**config.mk**
```make
export PLATFORM = sky130hd
export DESIGN_NAME = seg_frame_receiver_flat
export DESIGN_NICKNAME = d
export VERILOG_FILES = /design/src/rtl/seg_rx_pkg.sv /design/src/rtl/seg_frame_receiver_if.sv /design/src/rtl/seg_to_bcd.sv /design/src/rtl/seg_frame_receiver.sv /design/src/flat_wrapper.sv
export SDC_FILE = /design/constraint.sdc
export NUM_CORES = 1
export LEC_CHECK = 0
export CAP_MARGIN = 30
export CORE_ASPECT_RATIO = 0.8
export CORE_MARGIN = 4
export CORE_UTILIZATION = 38
export CTS_CLUSTER_DIAMETER = 200
export DETAILED_ROUTE_END_ITERATION = 16
export PLACE_DENSITY_LB_ADDON = 0.08
export SKIP_LAST_GASP = 1
export SLEW_MARGIN = 25
export SYNTH_ARGS = -nofsm -noshare
export SYNTH_HDL_FRONTEND = slang
export SYNTH_SLANG_ARGS = --single-unit
```
**constraint.sdc**
```tcl
create_clock -name i_clk -period 3.1 [get_ports i_clk]
set_clock_uncertainty 0.05 [all_clocks]
set_input_delay 0.465 -clock i_clk [delete_from_list [all_inputs] [get_ports i_clk]]
set_output_delay 0.465 -clock i_clk [all_outputs]
set_load 0.1 [all_outputs]
```
**src/rtl/seg_rx_pkg.sv**
```systemverilog
// seg_rx_pkg
//   Shared definitions for the seven-segment frame receiver: frame geometry,
//   control (digit-select) codes, gfedcba segment patterns for 0..9, the
//   receive FSM state type and two small decode helpers.
package seg_rx_pkg;

   localparam int FRAME_BITS = 16;
   localparam int SEG_BITS   = 7;
   localparam int CTRL_BITS  = 9;
   // Bit counter saturates one past a full frame so "too long" stays sticky.
   localparam int CNT_MAX    = FRAME_BITS + 1;

   localparam logic [CTRL_BITS-1:0] CTRL_ONES      = 9'h040;
   localparam logic [CTRL_BITS-1:0] CTRL_TENS      = 9'h020;
   localparam logic [CTRL_BITS-1:0] CTRL_HUNDREDS  = 9'h008;
   localparam logic [CTRL_BITS-1:0] CTRL_THOUSANDS = 9'h004;

   // Active-high segment patterns, bit 0 = seg a ... bit 6 = seg g.
   localparam logic [SEG_BITS-1:0] SEG_0 = 7'h3F;
   localparam logic [SEG_BITS-1:0] SEG_1 = 7'h06;
   localparam logic [SEG_BITS-1:0] SEG_2 = 7'h5B;
   localparam logic [SEG_BITS-1:0] SEG_3 = 7'h4F;
   localparam logic [SEG_BITS-1:0] SEG_4 = 7'h66;
   localparam logic [SEG_BITS-1:0] SEG_5 = 7'h6D;
   localparam logic [SEG_BITS-1:0] SEG_6 = 7'h7D;
   localparam logic [SEG_BITS-1:0] SEG_7 = 7'h07;
   localparam logic [SEG_BITS-1:0] SEG_8 = 7'h7F;
   localparam logic [SEG_BITS-1:0] SEG_9 = 7'h6F;

   typedef enum logic [1:0] {
      S_IDLE,   // no bits since the last boundary
      S_SHIFT,  // 1..15 bits received
      S_FULL,   // exactly 16 bits received
      S_OVF     // more than 16 bits received
   } state_t;

   typedef struct packed {
      logic       valid;
      logic [1:0] sel;
   } ctrl_dec_t;

   // Control field to digit position; only the four one-hot codes are legal.
   function automatic ctrl_dec_t decode_ctrl(input logic [CTRL_BITS-1:0] ctrl);
      ctrl_dec_t dec;
      dec.valid = 1'b1;
      dec.sel   = 2'd0;
      case (ctrl)
         CTRL_ONES:      dec.sel = 2'd0;
         CTRL_TENS:      dec.sel = 2'd1;
         CTRL_HUNDREDS:  dec.sel = 2'd2;
         CTRL_THOUSANDS: dec.sel = 2'd3;
         default:        dec.valid = 1'b0;
      endcase
      return dec;
   endfunction

   // Four BCD digits (index 0 = ones) to binary, truncated to the 13-bit
   // width of the driver input; values above 8191 wrap.
   function automatic logic [12:0] bcd_to_bin(input logic [3:0][3:0] digits);
      logic [13:0] full;
      full = 14'(digits[3]) * 14'd1000 + 14'(digits[2]) * 14'd100
           + 14'(digits[1]) * 14'd10   + 14'(digits[0]);
      return full[12:0];
   endfunction

endpackage

```
**src/rtl/seg_frame_receiver_if.sv**
```systemverilog
// seg_frame_receiver_if
//   Bundles the serial link and the decoded result bus of seg_frame_receiver.
//   master : the side that drives the serial link (sender / bench)
//   slave  : the receiver
//   Signals: i_segData, i_segLatch (link); o_frameValid, o_frameErr,
//   o_digitSel, o_digit, o_segPattern, o_value, o_valueValid (results).
interface seg_frame_receiver_if;

   logic        i_segData;
   logic        i_segLatch;
   logic        o_frameValid;
   logic        o_frameErr;
   logic [1:0]  o_digitSel;
   logic [3:0]  o_digit;
   logic [6:0]  o_segPattern;
   logic [12:0] o_value;
   logic        o_valueValid;

   modport master (
      output i_segData, i_segLatch,
      input  o_frameValid, o_frameErr, o_digitSel, o_digit, o_segPattern,
             o_value, o_valueValid
   );

   modport slave (
      input  i_segData, i_segLatch,
      output o_frameValid, o_frameErr, o_digitSel, o_digit, o_segPattern,
             o_value, o_valueValid
   );

endinterface

```
**src/rtl/seg_to_bcd.sv**
```systemverilog
// seg_to_bcd
//   Combinational decode of an active-high gfedcba pattern to a BCD digit.
//   i_pattern : 7-bit segment pattern (bit 0 = seg a)
//   o_valid   : pattern is one of the ten digit shapes
//   o_digit   : decoded digit, 0 when o_valid is low
module seg_to_bcd
   import seg_rx_pkg::*;
(
   input  logic [SEG_BITS-1:0] i_pattern,
   output logic                o_valid,
   output logic [3:0]          o_digit
);

   // NOTE: every output gets a default before the case so no path leaves it
   // unassigned; otherwise a latch is inferred.
   always_comb begin
      o_valid = 1'b1;
      o_digit = 4'd0;
      case (i_pattern)
         SEG_0:   o_digit = 4'd0;
         SEG_1:   o_digit = 4'd1;
         SEG_2:   o_digit = 4'd2;
         SEG_3:   o_digit = 4'd3;
         SEG_4:   o_digit = 4'd4;
         SEG_5:   o_digit = 4'd5;
         SEG_6:   o_digit = 4'd6;
         SEG_7:   o_digit = 4'd7;
         SEG_8:   o_digit = 4'd8;
         SEG_9:   o_digit = 4'd9;
         default: o_valid = 1'b0;
      endcase
   end

endmodule

```
**src/rtl/seg_frame_receiver.sv**
```systemverilog
// seg_frame_receiver
//   Far end of the seven-segment serial link. Shifts in 16-bit frames
//   (bit 0 first, i_segLatch high while shifting, low = boundary), checks
//   length, control code and segment shape, and reports the decoded digit.
//   Optional macro SEG_RX_BIN_EN builds the BCD-to-binary stage that
//   rebuilds the 13-bit displayed value once all four digits were seen.
//   Parameter SEG_ACTIVE_LOW : invert segment bits before decode.
//   Ports: i_clk, i_rst (synchronous, active-high), bus (slave modport).
module seg_frame_receiver
   import seg_rx_pkg::*;
#(
   parameter bit SEG_ACTIVE_LOW = 1'b0
) (
   input  logic                 i_clk,
   input  logic                 i_rst,
   seg_frame_receiver_if.slave  bus
);

   state_t                state_q, state_d;
   logic [4:0]            cnt_q, cnt_d;
   logic [FRAME_BITS-1:0] shift_q, shift_d;
   logic                  frame_valid_q, frame_valid_d;
   logic                  frame_err_q, frame_err_d;
   logic [1:0]            digit_sel_q, digit_sel_d;
   logic [3:0]            digit_q, digit_d;
   logic [SEG_BITS-1:0]   seg_pattern_q, seg_pattern_d;

   logic [SEG_BITS-1:0]   seg_fixed;
   logic                  pat_ok;
   logic [3:0]            pat_digit;
   ctrl_dec_t             ctrl_dec;
   logic                  frame_end;
   logic                  frame_good;

   // Decode always looks at the assembled word; it is only acted on at a
   // boundary, when the word is complete.
   assign seg_fixed = SEG_ACTIVE_LOW ? ~shift_q[FRAME_BITS-1 -: SEG_BITS]
                                     :  shift_q[FRAME_BITS-1 -: SEG_BITS];
   assign ctrl_dec  = decode_ctrl(shift_q[CTRL_BITS-1:0]);

   seg_to_bcd u_seg_to_bcd (
      .i_pattern (seg_fixed),
      .o_valid   (pat_ok),
      .o_digit   (pat_digit)
   );

   // A boundary in S_IDLE is just an idle gap, not a frame.
   assign frame_end  = !bus.i_segLatch && (state_q != S_IDLE);
   assign frame_good = frame_end && (state_q == S_FULL) && ctrl_dec.valid && pat_ok;

   always_comb begin
      state_d       = state_q;
      cnt_d         = cnt_q;
      shift_d       = shift_q;
      frame_valid_d = 1'b0;
      frame_err_d   = 1'b0;
      digit_sel_d   = digit_sel_q;
      digit_d       = digit_q;
      seg_pattern_d = seg_pattern_q;

      if (!bus.i_segLatch) begin
         state_d = S_IDLE;
         cnt_d   = 5'd0;
         if (frame_end) begin
            seg_pattern_d = seg_fixed;
            if (frame_good) begin
               frame_valid_d = 1'b1;
               digit_sel_d   = ctrl_dec.sel;
               digit_d       = pat_digit;
            end else begin
               frame_err_d = 1'b1;
            end
         end
      end else begin
         // Newest bit enters at the top, so the first bit ends in word[0].
         shift_d = {bus.i_segData, shift_q[FRAME_BITS-1:1]};
         cnt_d   = (cnt_q == 5'(CNT_MAX)) ? cnt_q : cnt_q + 5'd1;
         case (state_q)
            S_IDLE:  state_d = S_SHIFT;
            S_SHIFT: if (cnt_q == 5'(FRAME_BITS - 1)) state_d = S_FULL;
            S_FULL:  state_d = S_OVF;
            default: state_d = S_OVF;
         endcase
      end
   end

   // NOTE: state is updated only with non-blocking assignments so every flop
   // samples the pre-edge values, independent of statement order.
   always_ff @(posedge i_clk) begin
      if (i_rst) begin
         state_q       <= S_IDLE;
         cnt_q         <= 5'd0;
         shift_q       <= '0;
         frame_valid_q <= 1'b0;
         frame_err_q   <= 1'b0;
         digit_sel_q   <= 2'd0;
         digit_q       <= 4'd0;
         seg_pattern_q <= '0;
      end else begin
         state_q       <= state_d;
         cnt_q         <= cnt_d;
         shift_q       <= shift_d;
         frame_valid_q <= frame_valid_d;
         frame_err_q   <= frame_err_d;
         digit_sel_q   <= digit_sel_d;
         digit_q       <= digit_d;
         seg_pattern_q <= seg_pattern_d;
      end
   end

   assign bus.o_frameValid = frame_valid_q;
   assign bus.o_frameErr   = frame_err_q;
   assign bus.o_digitSel   = digit_sel_q;
   assign bus.o_digit      = digit_q;
   assign bus.o_segPattern = seg_pattern_q;

`ifdef SEG_RX_BIN_EN
   // Digit registers only feed the binary stage, so they live with it.
   logic [3:0][3:0] digits_q, digits_d;
   logic [3:0]      seen_q, seen_d, seen_next;
   logic            calc_q, calc_d;
   logic [12:0]     value_q, value_d;
   logic            value_valid_q, value_valid_d;

   always_comb begin
      digits_d      = digits_q;
      seen_d        = seen_q;
      calc_d        = 1'b0;
      value_d       = value_q;
      value_valid_d = 1'b0;
      seen_next     = seen_q | (4'b0001 << ctrl_dec.sel);

      if (frame_good) begin
         digits_d[ctrl_dec.sel] = pat_digit;
         // Thousands closes a display scan; convert one cycle later, once
         // the thousands digit itself is in its register.
         if ((ctrl_dec.sel == 2'd3) && (seen_next == 4'hF)) begin
            seen_d = 4'h0;
            calc_d = 1'b1;
         end else begin
            seen_d = seen_next;
         end
      end

      if (calc_q) begin
         value_d       = bcd_to_bin(digits_q);
         value_valid_d = 1'b1;
      end
   end

   // NOTE: the digit registers are a handful of flops, not a RAM, so they
   // take the reset like everything else and never read back as X.
   always_ff @(posedge i_clk) begin
      if (i_rst) begin
         digits_q      <= '0;
         seen_q        <= 4'h0;
         calc_q        <= 1'b0;
         value_q       <= 13'd0;
         value_valid_q <= 1'b0;
      end else begin
         digits_q      <= digits_d;
         seen_q        <= seen_d;
         calc_q        <= calc_d;
         value_q       <= value_d;
         value_valid_q <= value_valid_d;
      end
   end

   assign bus.o_value      = value_q;
   assign bus.o_valueValid = value_valid_q;
`else
   assign bus.o_value      = 13'd0;
   assign bus.o_valueValid = 1'b0;
`endif

endmodule

```
**src/flat_wrapper.sv**
```systemverilog
// flat-port wrapper written by rule: the top's interface ports become plain ports
module seg_frame_receiver_flat import seg_rx_pkg::*;
#(
   parameter bit SEG_ACTIVE_LOW = 1'b0
)
  (i_clk, i_rst, bus_i_segData, bus_i_segLatch, bus_o_frameValid, bus_o_frameErr, bus_o_digitSel, bus_o_digit, bus_o_segPattern, bus_o_value, bus_o_valueValid);
  seg_frame_receiver_if bus_i ();
  input  logic i_clk;
  input  logic i_rst;
  input wire logic [$bits(bus_i.i_segData)-1:0] bus_i_segData;
  input wire logic [$bits(bus_i.i_segLatch)-1:0] bus_i_segLatch;
  output wire logic [$bits(bus_i.o_frameValid)-1:0] bus_o_frameValid;
  output wire logic [$bits(bus_i.o_frameErr)-1:0] bus_o_frameErr;
  output wire logic [$bits(bus_i.o_digitSel)-1:0] bus_o_digitSel;
  output wire logic [$bits(bus_i.o_digit)-1:0] bus_o_digit;
  output wire logic [$bits(bus_i.o_segPattern)-1:0] bus_o_segPattern;
  output wire logic [$bits(bus_i.o_value)-1:0] bus_o_value;
  output wire logic [$bits(bus_i.o_valueValid)-1:0] bus_o_valueValid;
  assign bus_i.i_segData = bus_i_segData;
  assign bus_i.i_segLatch = bus_i_segLatch;
  assign bus_o_frameValid = bus_i.o_frameValid;
  assign bus_o_frameErr = bus_i.o_frameErr;
  assign bus_o_digitSel = bus_i.o_digitSel;
  assign bus_o_digit = bus_i.o_digit;
  assign bus_o_segPattern = bus_i.o_segPattern;
  assign bus_o_value = bus_i.o_value;
  assign bus_o_valueValid = bus_i.o_valueValid;
  seg_frame_receiver #(.SEG_ACTIVE_LOW(SEG_ACTIVE_LOW)) u_core (.i_clk(i_clk), .i_rst(i_rst), .bus(bus_i));
endmodule
```
==> impl_metrics.env, run 1 <==
export IMPL_status="completed"
export IMPL_drc_errors=0
export IMPL_netlist_area_um2=1810
export IMPL_synth_seq_cells=38
export IMPL_rsz0062_at_grt="false"
export IMPL_maxCapViolCount=0
export IMPL_cts_hold_buf=0
export IMPL_diodes=0
export IMPL_ys_top_cells_by_area="dfxtp_1 (42%), mux2i_1 (10%), buf_4 (6.2%)"
export IMPL_synth_top_family_by_area="simple AND/OR/NAND/NOR gates"
export IMPL_root_buffer="clkbuf_8"
export IMPL_cp_arrival_ns=2.04
export IMPL_die_height_um=69.8
export IMPL_min_path_type="flop to flop"
export IMPL_synth_distinct_cells=41
export IMPL_globalRoute_totalOverflow=0
export IMPL_via_per_inst=4.67
export IMPL_layout_drive_gt1_share_pct=19.0
export IMPL_tns_ns=0
export IMPL_ant_nets=0
export IMPL_cts_buffers=5
export IMPL_grt_pass1_vias=1144
export IMPL_clockBufferDepth=2
export IMPL_start_kind="flop"
export IMPL_initial_core_util_pct=39.4
export IMPL_whs_ns=0.409
export IMPL_grt_start_max_net_pins=32
export IMPL_fin_nets=217
export IMPL_yosysTopAreaCell="dfxtp_1"
export IMPL_synthSimpleGateAreaFrac_pct=21.0
export IMPL_track_usage_pct=12.1
export IMPL_ios=33
export IMPL_ys_flop_type="dfxtp_1"
export IMPL_synth_common_cells="dfxtp_1 (38), nor2_1 (26), nand2_1 (22)"
export IMPL_relSlewSlack_pct=66.1
export IMPL_hold_viol_final=0
export IMPL_postCtsSetupRepairBufs=0
export IMPL_netlist_instances=195
export IMPL_worst_slew_pin_slew_ns=0.507
export IMPL_synth_edf_count=0
export IMPL_area_growth_pct=11.6
export IMPL_synth_compound_area_share_pct=9.94
export IMPL_post_synth_top_count_cell="dfxtp_1"
export IMPL_clk_pin_slew_worst_paths_ns=0.07
export IMPL_first_pass_iters=4
export IMPL_ys_warn_count=0
export IMPL_irDropWorstVdd_uv=210
export IMPL_clock_sinks=38
export IMPL_drtIter0Drc=73
export IMPL_grt_pass1_wl_um=5710
export IMPL_chipWidth_um=85.2
export IMPL_dieArea_um2=5950
export IMPL_end_kind="flop"
export IMPL_h_tree_depth=2
export IMPL_finalCritPeriodShare_pct=62.0
export IMPL_path_max_fanout=10
export IMPL_antenna_found_initial=0
export IMPL_slew_violations=0
export IMPL_wirelength_um=3370
export IMPL_cp_required_ns=3.22
export IMPL_dp_hpwl_um=2470
export IMPL_netlist_area_leader_share_pct=42.0
export IMPL_num_vias=1265
export IMPL_synth_avg_cell_area_um2=9.30
export IMPL_p_leak_nw=0.838
export IMPL_seq_area_frac_synth_pct=42.0
export IMPL_wire_per_inst_um=12.4
export IMPL_path_class="flop to flop"
export IMPL_multi_input_area_um2=923
export IMPL_synth_xor_area_share_pct=2.90
export IMPL_synth_fa_ha_area_share_pct=2.07
export IMPL_cts_repair_resized=0
export IMPL_muxShareOfSynthArea_pct=12.1
export IMPL_portBuffers=18
export IMPL_setup_violations_final=0
export IMPL_fmax_ghz=0.520
export IMPL_period_needed_ns=1.92
export IMPL_clk_latency_ns=0.28
export IMPL_routabilityCongestion=0.846
export IMPL_fin_util_pct=44.0
export IMPL_n_fill_cell=464
export IMPL_num_rows=22
export IMPL_core_area_um2=4600
export IMPL_cts_tree="yes"
export IMPL_pwr_density_cell_nw_per_um2=471
export IMPL_seqCellArea_um2=761
export IMPL_async_reset_ff_share_pct=0
-- worst paths after layout --
path / start / to / slack [ns] / depth (start not counted)
worst max-delay path: u_core.shift_q[14] / u_core.bus.o_digit[3] / 1.18 / 5
worst max register to register: u_core.shift_q[14] / u_core.bus.o_digit[3] / 1.18 / 5
worst min register to register: u_core.bus.o_segPattern[6] / u_core.bus.o_segPattern[6] / 0.41 / 2
worst min-delay path: u_core.bus.o_segPattern[6] / u_core.bus.o_segPattern[6] / 0.41 / 2
-- worst max-delay path, cell delays in order, from the launching register on --
cell and delay, ns:
dfxtp_1 0.57, and4bb_1 0.24, a211oi_2 0.23, o21ai_2 0.10, o21ai_4 0.29, mux2_4 0.33
-- metal layers --
metal	share of wire [%]	wire length, µm	vias to the layer above	global-route usage, %
met5	0	0	-	0
met4	1.2	39	0	4.39
met3	6.5	219	6	4.63
met2	38	1280	37	15.6
met1	54	1830	568	18.0
li1	-	-	654	-
-- kinds of logic after synthesis --
| kind of cell | count (synthesis) |
|---|---|
| adders and majority gates | 3 |
| other | 1 |
| DFF | 38 |
| xor gates and xnor gates | 6 |
| and+or+nand+nor | 75 |
| AOI/OAI and AO/OA | 22 |
| buffers and inverters | 29 |
| muxes | 21 |
-- area by class of cell --
type	instances	area share, %
Clock buffer	7	4.27
Clock inverter	1	0.247
Inverter	4	0.742
Multi-Input combinational cell	141	45.6
Sequential cell	38	37.6
Tap cell	60	3.71
Timing Repair Buffer	20	7.79
-- registers in the layout, indices dropped and copies added (netlist names) --
register	cells
u_core.shift_q	16
u_core.bus.o_segPattern	7
u_core.cnt_q	5
u_core.bus.o_digit	4
u_core.bus.o_digitSel	2
u_core.state_q	2
u_core.bus.o_frameErr	1
u_core.bus.o_frameValid	1
-- per-stage QoR --
stage               power, mW  setup WS [ns]  instances  area, µm²
floorplan               0.627           1.42        208       1860
global placement        0.624           1.07        263       1930
detailed placement      0.625          0.972        263       1930
CTS                     0.971           1.17        271       2020
global route            0.996           1.07        271       2020
finish                  0.953           1.18        271       2020
-- cell usage in the layout (no fill, tap or decap), types with 2 or more instances in the layout --
master           instances
a21oi_1                 10
a31oi_1                  2
buf_4                   17
clkbuf_8                 6
clkdlybuf4s50_1          3
conb_1                  14
dfxtp_1                 38
ha_1                     3
inv_1                    4
mux2_4                   2
mux2i_1                 19
nand2_1                 22
nand3_1                  5
nor2_1                  26
nor2b_1                  3
nor3_1                   6
o211ai_1                 2
xnor2_1                  5
-- report_power, final --
part / internal [mW] / switching, mW / total (mW)
registers: 0.492 / 0.00666 / 0.499
clock network: 0.179 / 0.160 / 0.339
logic: 0.0151 / 0.0999 / 0.115
total: 0.687 / 0.266 / 0.953
Note: power is estimated with default switching activity, not from simulation.
==> run 2: changes to the inputs <==
==> constraint.sdc (replaced) <==
create_clock -name i_clk -period 1.8 [get_ports i_clk]
set_clock_uncertainty 0.05 [all_clocks]
set_input_delay 0.27 -clock i_clk [delete_from_list [all_inputs] [get_ports i_clk]]
set_output_delay 0.27 -clock i_clk [all_outputs]
set_load 0.1 [all_outputs]
==> run 2 against run 1 <==
Effect of this change: power increased by 85%; flip-flop and latch count did not move; setup slack got worse by 1.1 ns; largest power group unchanged; via count is 2.1% higher; maximum frequency increased by 14%; global-route usage decreased by 0.35 points; first-iteration DRC count decreased by 26%; register-to-register slack worse by 1.1 ns; routed wire length up 0.98%; largest cell class unchanged; clock power rose by 110%; utilization grew 4.9 points.
==> impl_metrics.env, run 2 (synthesized netlist as in run 1, its figures left out) <==
export IMPL_status="completed"
export IMPL_tns_ns=0
export IMPL_path_max_fanout=4
export IMPL_globalRoute_totalOverflow=0
export IMPL_largest_reg_flops=16
export IMPL_cts_tree="yes"
export IMPL_initial_core_util_pct=39.4
export IMPL_cts_buffers=5
export IMPL_hold_viol_final=0
export IMPL_slew_violations=0
export IMPL_path_class="flop to flop"
export IMPL_irDropWorstVdd_uv=482
export IMPL_die_height_um=69.8
export IMPL_dieArea_um2=5950
export IMPL_seqCellArea_um2=767
export IMPL_root_buffer="clkbuf_8"
export IMPL_power_switching_mw=0.468
export IMPL_chipWidth_um=85.2
export IMPL_area_growth_pct=24.1
export IMPL_routabilityCongestion=0.754
export IMPL_seqPwrFrac_pct=48.7
export IMPL_portBuffers=18
export IMPL_grt_use_met3_pct=3.92
export IMPL_dp_hpwl_um=2570
export IMPL_wire_per_inst_um=12.4
export IMPL_swShare_pct=26.5
export IMPL_crit_chain="or4_4 -> nor2_2 -> o211a_4 -> o21ai_4 -> mux2_4"
export IMPL_top_usage_layer="met1"
export IMPL_h_tree_depth=2
export IMPL_core_area_um2=4600
export IMPL_maxCapViolCount=0
export IMPL_cp_arrival_ns=1.80
export IMPL_track_usage_pct=11.8
export IMPL_num_rows=22
export IMPL_use_met2_pct=16.6
export IMPL_postCtsSetupRepairBufs=0
export IMPL_power_internal_mw=1.30
export IMPL_p_total_mw=1.76
export IMPL_grt_start_max_net_pins=31
export IMPL_slowest_delay_ns=0.54
export IMPL_critPathSlowestCell="or4_4"
export IMPL_via_per_inst=4.70
export IMPL_clk_pin_slew_worst_paths_ns=0.07
export IMPL_grt_use_met1_pct=16.7
export IMPL_first_pass_iters=4
export IMPL_fmax_ghz=0.595
export IMPL_finalCritPeriodShare_pct=93.3
export IMPL_diodes=0
export IMPL_path_buf_inv=0
export IMPL_grt_pass1_vias=1192
export IMPL_drtIter0Drc=54
export IMPL_ios=33
export IMPL_n_fill_cell=434
export IMPL_drc_errors=0
export IMPL_pwr_density_cell_nw_per_um2=784
export IMPL_ant_nets=0
export IMPL_final_common_cell="dfxtp_1"
export IMPL_min_path_type="flop to flop"
export IMPL_clock_sinks=38
export IMPL_p_leak_nw=0.904
export IMPL_end_kind="flop"
export IMPL_regMostFlops="u_core.shift_q"
export IMPL_multi_input_area_um2=923
export IMPL_grt_pass1_wl_um=5640
export IMPL_cp_top_family="simple AND/OR/NAND/NOR gates"
export IMPL_num_vias=1292
export IMPL_layout_drive_gt1_share_pct=22.3
export IMPL_setup_violations_final=0
export IMPL_clk_latency_ns=0.28
export IMPL_clockBufferDepth=2
export IMPL_comb_power_share_pct=11.7
export IMPL_start_kind="flop"
export IMPL_period_needed_ns=1.68
export IMPL_cp_required_ns=1.92
export IMPL_antenna_found_initial=0
export IMPL_fin_nets=221
export IMPL_mostFrequentLayoutCells="dfxtp_1 (33), nor2_1 (26), nand2_1 (22), mux2i_1 (19)"
export IMPL_wirelength_um=3400
export IMPL_rsz0062_at_grt="false"
export IMPL_p_clk_share_pct=39.6
==> run 2: cell count changes in the layout (fill, tap and decap cells not counted), sizes merged <==
cell	change
bufinv	+1
buf	+4
clkinv	-1
==> run 2: what timing repair did <==
item,in CTS,in global routing
hold buffers,0,0
gates resized for setup,0,5
setup endpoints to repair,0,5
==> run 2: per-stage QoR <==
stage | hold slack (ns) | setup slack [ns] | instance area (µm²) | cells | util (%)
6_report | 0.448 | 0.120 | 2250 | 275 | 48.9
5_1_grt | 0.477 | 0.0152 | 2250 | 275 | 48.9
4_1_cts | 0.449 | 0.0171 | 2240 | 275 | 48.8
3_5_place_dp | 0.439 | 0.0326 | 2140 | 267 | 46.5
3_3_place_gp | 0.432 | 0.0469 | 2140 | 267 | 46.5
2_1_floorplan | 0.367 | 0.125 | 1860 | 208 | -
==> run 2: layout make-up <==
| cell class | count | share of cell area (%) |
|---|---|---|
| Clock buffer | 7 | 3.39 |
| Timing Repair Buffer | 24 | 16.1 |
| Inverter | 4 | 0.667 |
| Multi-Input combinational cell | 141 | 41.0 |
| Tap cell | 60 | 3.34 |
| Clock inverter | 1 | 1.33 |
| Sequential cell | 38 | 34.1 |
==> run 2: power by group through the flow <==
stage	logic, mW	clock network [mW]	registers [mW]
2_1_floorplan	0.197	0	0.883
3_3_place_gp	0.205	0	0.878
3_5_place_dp	0.206	0	0.878
4_1_cts	0.207	0.719	0.858
5_1_grt	0.216	0.752	0.860
6_report	0.206	0.698	0.859
==> run 2: layer usage <==
metal  up-vias  part of all wire [%]
li1        666                     -
met1       599                    51
met2        25                    43
met3         2                   4.9
met4         0                  0.71
met5         -                     0
==> run 2: worst reg2reg max path, delay by kind of cell, from the launching register on <==
| family | cells | cell delay (ns) |
|---|---|---|
| AND/OR/NAND/NOR | 2 | 0.66 |
| multiplexers | 1 | 0.30 |
| flip-flops | 1 | 0.31 |
| AO/OA/AOI/OAI | 2 | 0.27 |
==> run 2: worst paths after layout <==
kind                                end  cells after the start                  startpoint  slack (ns)
max reg2reg       u_core.bus.o_digit[2]                      5           u_core.shift_q[0]        0.12
max               u_core.bus.o_digit[2]                      5           u_core.shift_q[0]        0.12
min          u_core.bus.o_segPattern[6]                      2  u_core.bus.o_segPattern[6]        0.45
min reg2reg  u_core.bus.o_segPattern[6]                      2  u_core.bus.o_segPattern[6]        0.45
==> run 3: changes to the inputs <==
--- a/config.mk
+++ b/config.mk
@@ -5,6 +5,7 @@
 export SDC_FILE = /design/constraint.sdc
 export NUM_CORES = 1
 export LEC_CHECK = 0
+export ABC_CLOCK_PERIOD_IN_PS = 1800
 export CAP_MARGIN = 30
 export CORE_ASPECT_RATIO = 0.8
 export CORE_MARGIN = 4
@@ -12,6 +13,7 @@
 export CTS_CLUSTER_DIAMETER = 200
 export DETAILED_ROUTE_END_ITERATION = 16
 export PLACE_DENSITY_LB_ADDON = 0.08
+export SETUP_SLACK_MARGIN = 0.1
 export SKIP_LAST_GASP = 1
 export SLEW_MARGIN = 25
 export SYNTH_ARGS = -nofsm -noshare
==> run 3 against run 2 <==
Effect of this change: sequential share of layout area is essentially flat; register-to-register slack is essentially flat; clock-buffer cell count is the same; setup slack gained 0.0083 ns; power is essentially flat; design area grew 0.67%; sequential power is essentially flat; die area is the same.
==> impl_metrics.env, run 3 (synthesized netlist as in run 1, its figures left out) <==
export IMPL_status="completed"
export IMPL_initial_core_util_pct=39.4
export IMPL_h_tree_depth=2
export IMPL_clk_pin_slew_worst_paths_ns=0.07
export IMPL_r2r_end="u_core.bus.o_digit[2]"
export IMPL_cts_buffers=5
export IMPL_setup_violations_final=0
export IMPL_grt_pass1_wl_um=5640
export IMPL_ant_nets=0
export IMPL_end_kind="flop"
export IMPL_start_kind="flop"
export IMPL_final_common_cell="dfxtp_1"
export IMPL_postCtsSetupRepairBufs=0
export IMPL_mostFrequentLayoutCells="dfxtp_1 (31), nor2_1 (26), nand2_1 (22), mux2i_1 (19)"
export IMPL_cp_arrival_ns=1.79
export IMPL_via_per_inst=4.73
export IMPL_num_vias=1302
export IMPL_cp_required_ns=1.92
export IMPL_first_pass_iters=4
export IMPL_maxCapViolCount=0
export IMPL_die_height_um=69.8
export IMPL_diodes=0
export IMPL_ios=33
export IMPL_worst_slack_ns=0.128
export IMPL_irDropWorstVdd_uv=481
export IMPL_fin_nets=221
export IMPL_drc_errors=0
export IMPL_path_max_fanout=4
export IMPL_clockBufferDepth=2
export IMPL_pwr_density_cell_nw_per_um2=779
export IMPL_regToRegSetupSlack_ns=0.13
export IMPL_hold_end="u_core.shift_q[0]"
export IMPL_rsz0062_at_grt="true"
export IMPL_layout_drive_gt1_share_pct=23.7
export IMPL_wirelength_um=3400
export IMPL_wire_per_inst_um=12.4
export IMPL_dp_hpwl_um=2570
export IMPL_preCtsSetupSlack_ns=0.0326
export IMPL_timing_rr_start="u_core.shift_q[0]"
export IMPL_period_needed_ns=1.67
export IMPL_regMostFlops="u_core.shift_q"
export IMPL_fmax_ghz=0.598
export IMPL_largest_reg_flops=16
export IMPL_tns_ns=0
export IMPL_area_growth_pct=24.9
export IMPL_holdPathStages=2
export IMPL_reg2regPathDepth=5
export IMPL_core_area_um2=4600
export IMPL_n_fill_cell=433
export IMPL_drtIter0Drc=52
export IMPL_clock_sinks=38
export IMPL_grt_pass1_vias=1192
export IMPL_clk_latency_ns=0.28
export IMPL_path_class="flop to flop"
export IMPL_root_buffer="clkbuf_8"
export IMPL_track_usage_pct=11.8
export IMPL_hold_viol_final=0
export IMPL_antenna_found_initial=0
export IMPL_globalRoute_totalOverflow=0
export IMPL_cts_tree="yes"
export IMPL_cts_hold_buf=0
export IMPL_portBuffers=18
export IMPL_holdCritStartpoint="u_core.shift_q[0]"
export IMPL_min_path_type="flop to flop"
export IMPL_grt_start_max_net_pins=31
export IMPL_finalCritPeriodShare_pct=92.9
export IMPL_p_leak_nw=0.908
export IMPL_slew_violations=0
export IMPL_dieArea_um2=5950
export IMPL_chipWidth_um=85.2
export IMPL_routabilityCongestion=0.754
export IMPL_num_rows=22
[run 3: cell types whose count changed in the layout (fill, tap and decap cells not counted)]
cell	previous run	this run
dfxtp_2	5	6
dfxtp_4	0	1
a211oi_2	1	2
nor2_4	0	1
nor2_2	1	0
dfxtp_1	33	31
a211oi_1	1	0
[run 3: worst max-delay path, stage by stage (launching register included)]
cell     delay (ns)
dfxtp_2        0.32
or4_4          0.55
nor2_4         0.10
o211a_4        0.18
o21ai_4        0.07
mux2_4         0.30
[run 3: worst max path at each step]
stage | slack, ns | startpoint | end | depth (start not counted)
6_report | 0.13 | u_core.shift_q[0] | u_core.bus.o_digit[2] | 5
4_1_cts | 0.10 | u_core.shift_q[12] | u_core.bus.o_digit[2] | 5
2_1_floorplan | 0.12 | u_core.shift_q[10] | u_core.bus.o_digit[2] | 6
5_1_grt | 0.06 | u_core.shift_q[0] | u_core.bus.o_digit[2] | 5
3_3_place_gp | 0.05 | u_core.shift_q[10] | u_core.bus.o_digit[2] | 5
3_5_place_dp | 0.03 | u_core.shift_q[10] | u_core.bus.o_digit[2] | 5
[run 3: layout make-up]
cell class / instances / area (µm²) / share of cell area (%)
repair buffers: 24 / 363 / 16.0
multi-input cells: 141 / 933 / 41.2
well taps: 60 / 75.1 / 3.31
inverters: 4 / 15.0 / 0.663
clock buffers: 7 / 76.3 / 3.37
flip-flops and latches: 38 / 772 / 34.1
clock inverters: 1 / 30.0 / 1.33
[run 3: layer usage]
metal	vias up	global-route usage [%]	share of wire [%]
met3	2	3.92	5.1
met1	606	16.7	51
met4	0	3.69	0.71
li1	667	-	-
met2	27	16.6	43
met5	-	0	0
[run 3: metrics by stage]
stage	instance area (µm²)	hold slack (ns)	power, mW	instances	util (%)
after floorplan	1860	0.367	1.08	208	-
after global placement	2140	0.432	1.08	267	46.5
after detailed placement	2140	0.439	1.08	267	46.5
after CTS	2250	0.449	1.78	275	48.9
after global routing	2260	0.477	1.83	275	49.3
final	2260	0.445	1.76	275	49.3
[run 3: power breakdown]
part	switching (mW)	leakage (nW)	internal, mW
Clock	0.284	0.0524	0.415
Combinational	0.174	0.545	0.0335
Sequential	0.0110	0.311	0.847
[run 3: repair_timing]
| action | CTS | global route |
|---|---|---|
| cloned | 0 | 0 |
| setup endpoints to repair | 5 | 8 |
| gates resized for setup | 4 | 6 |
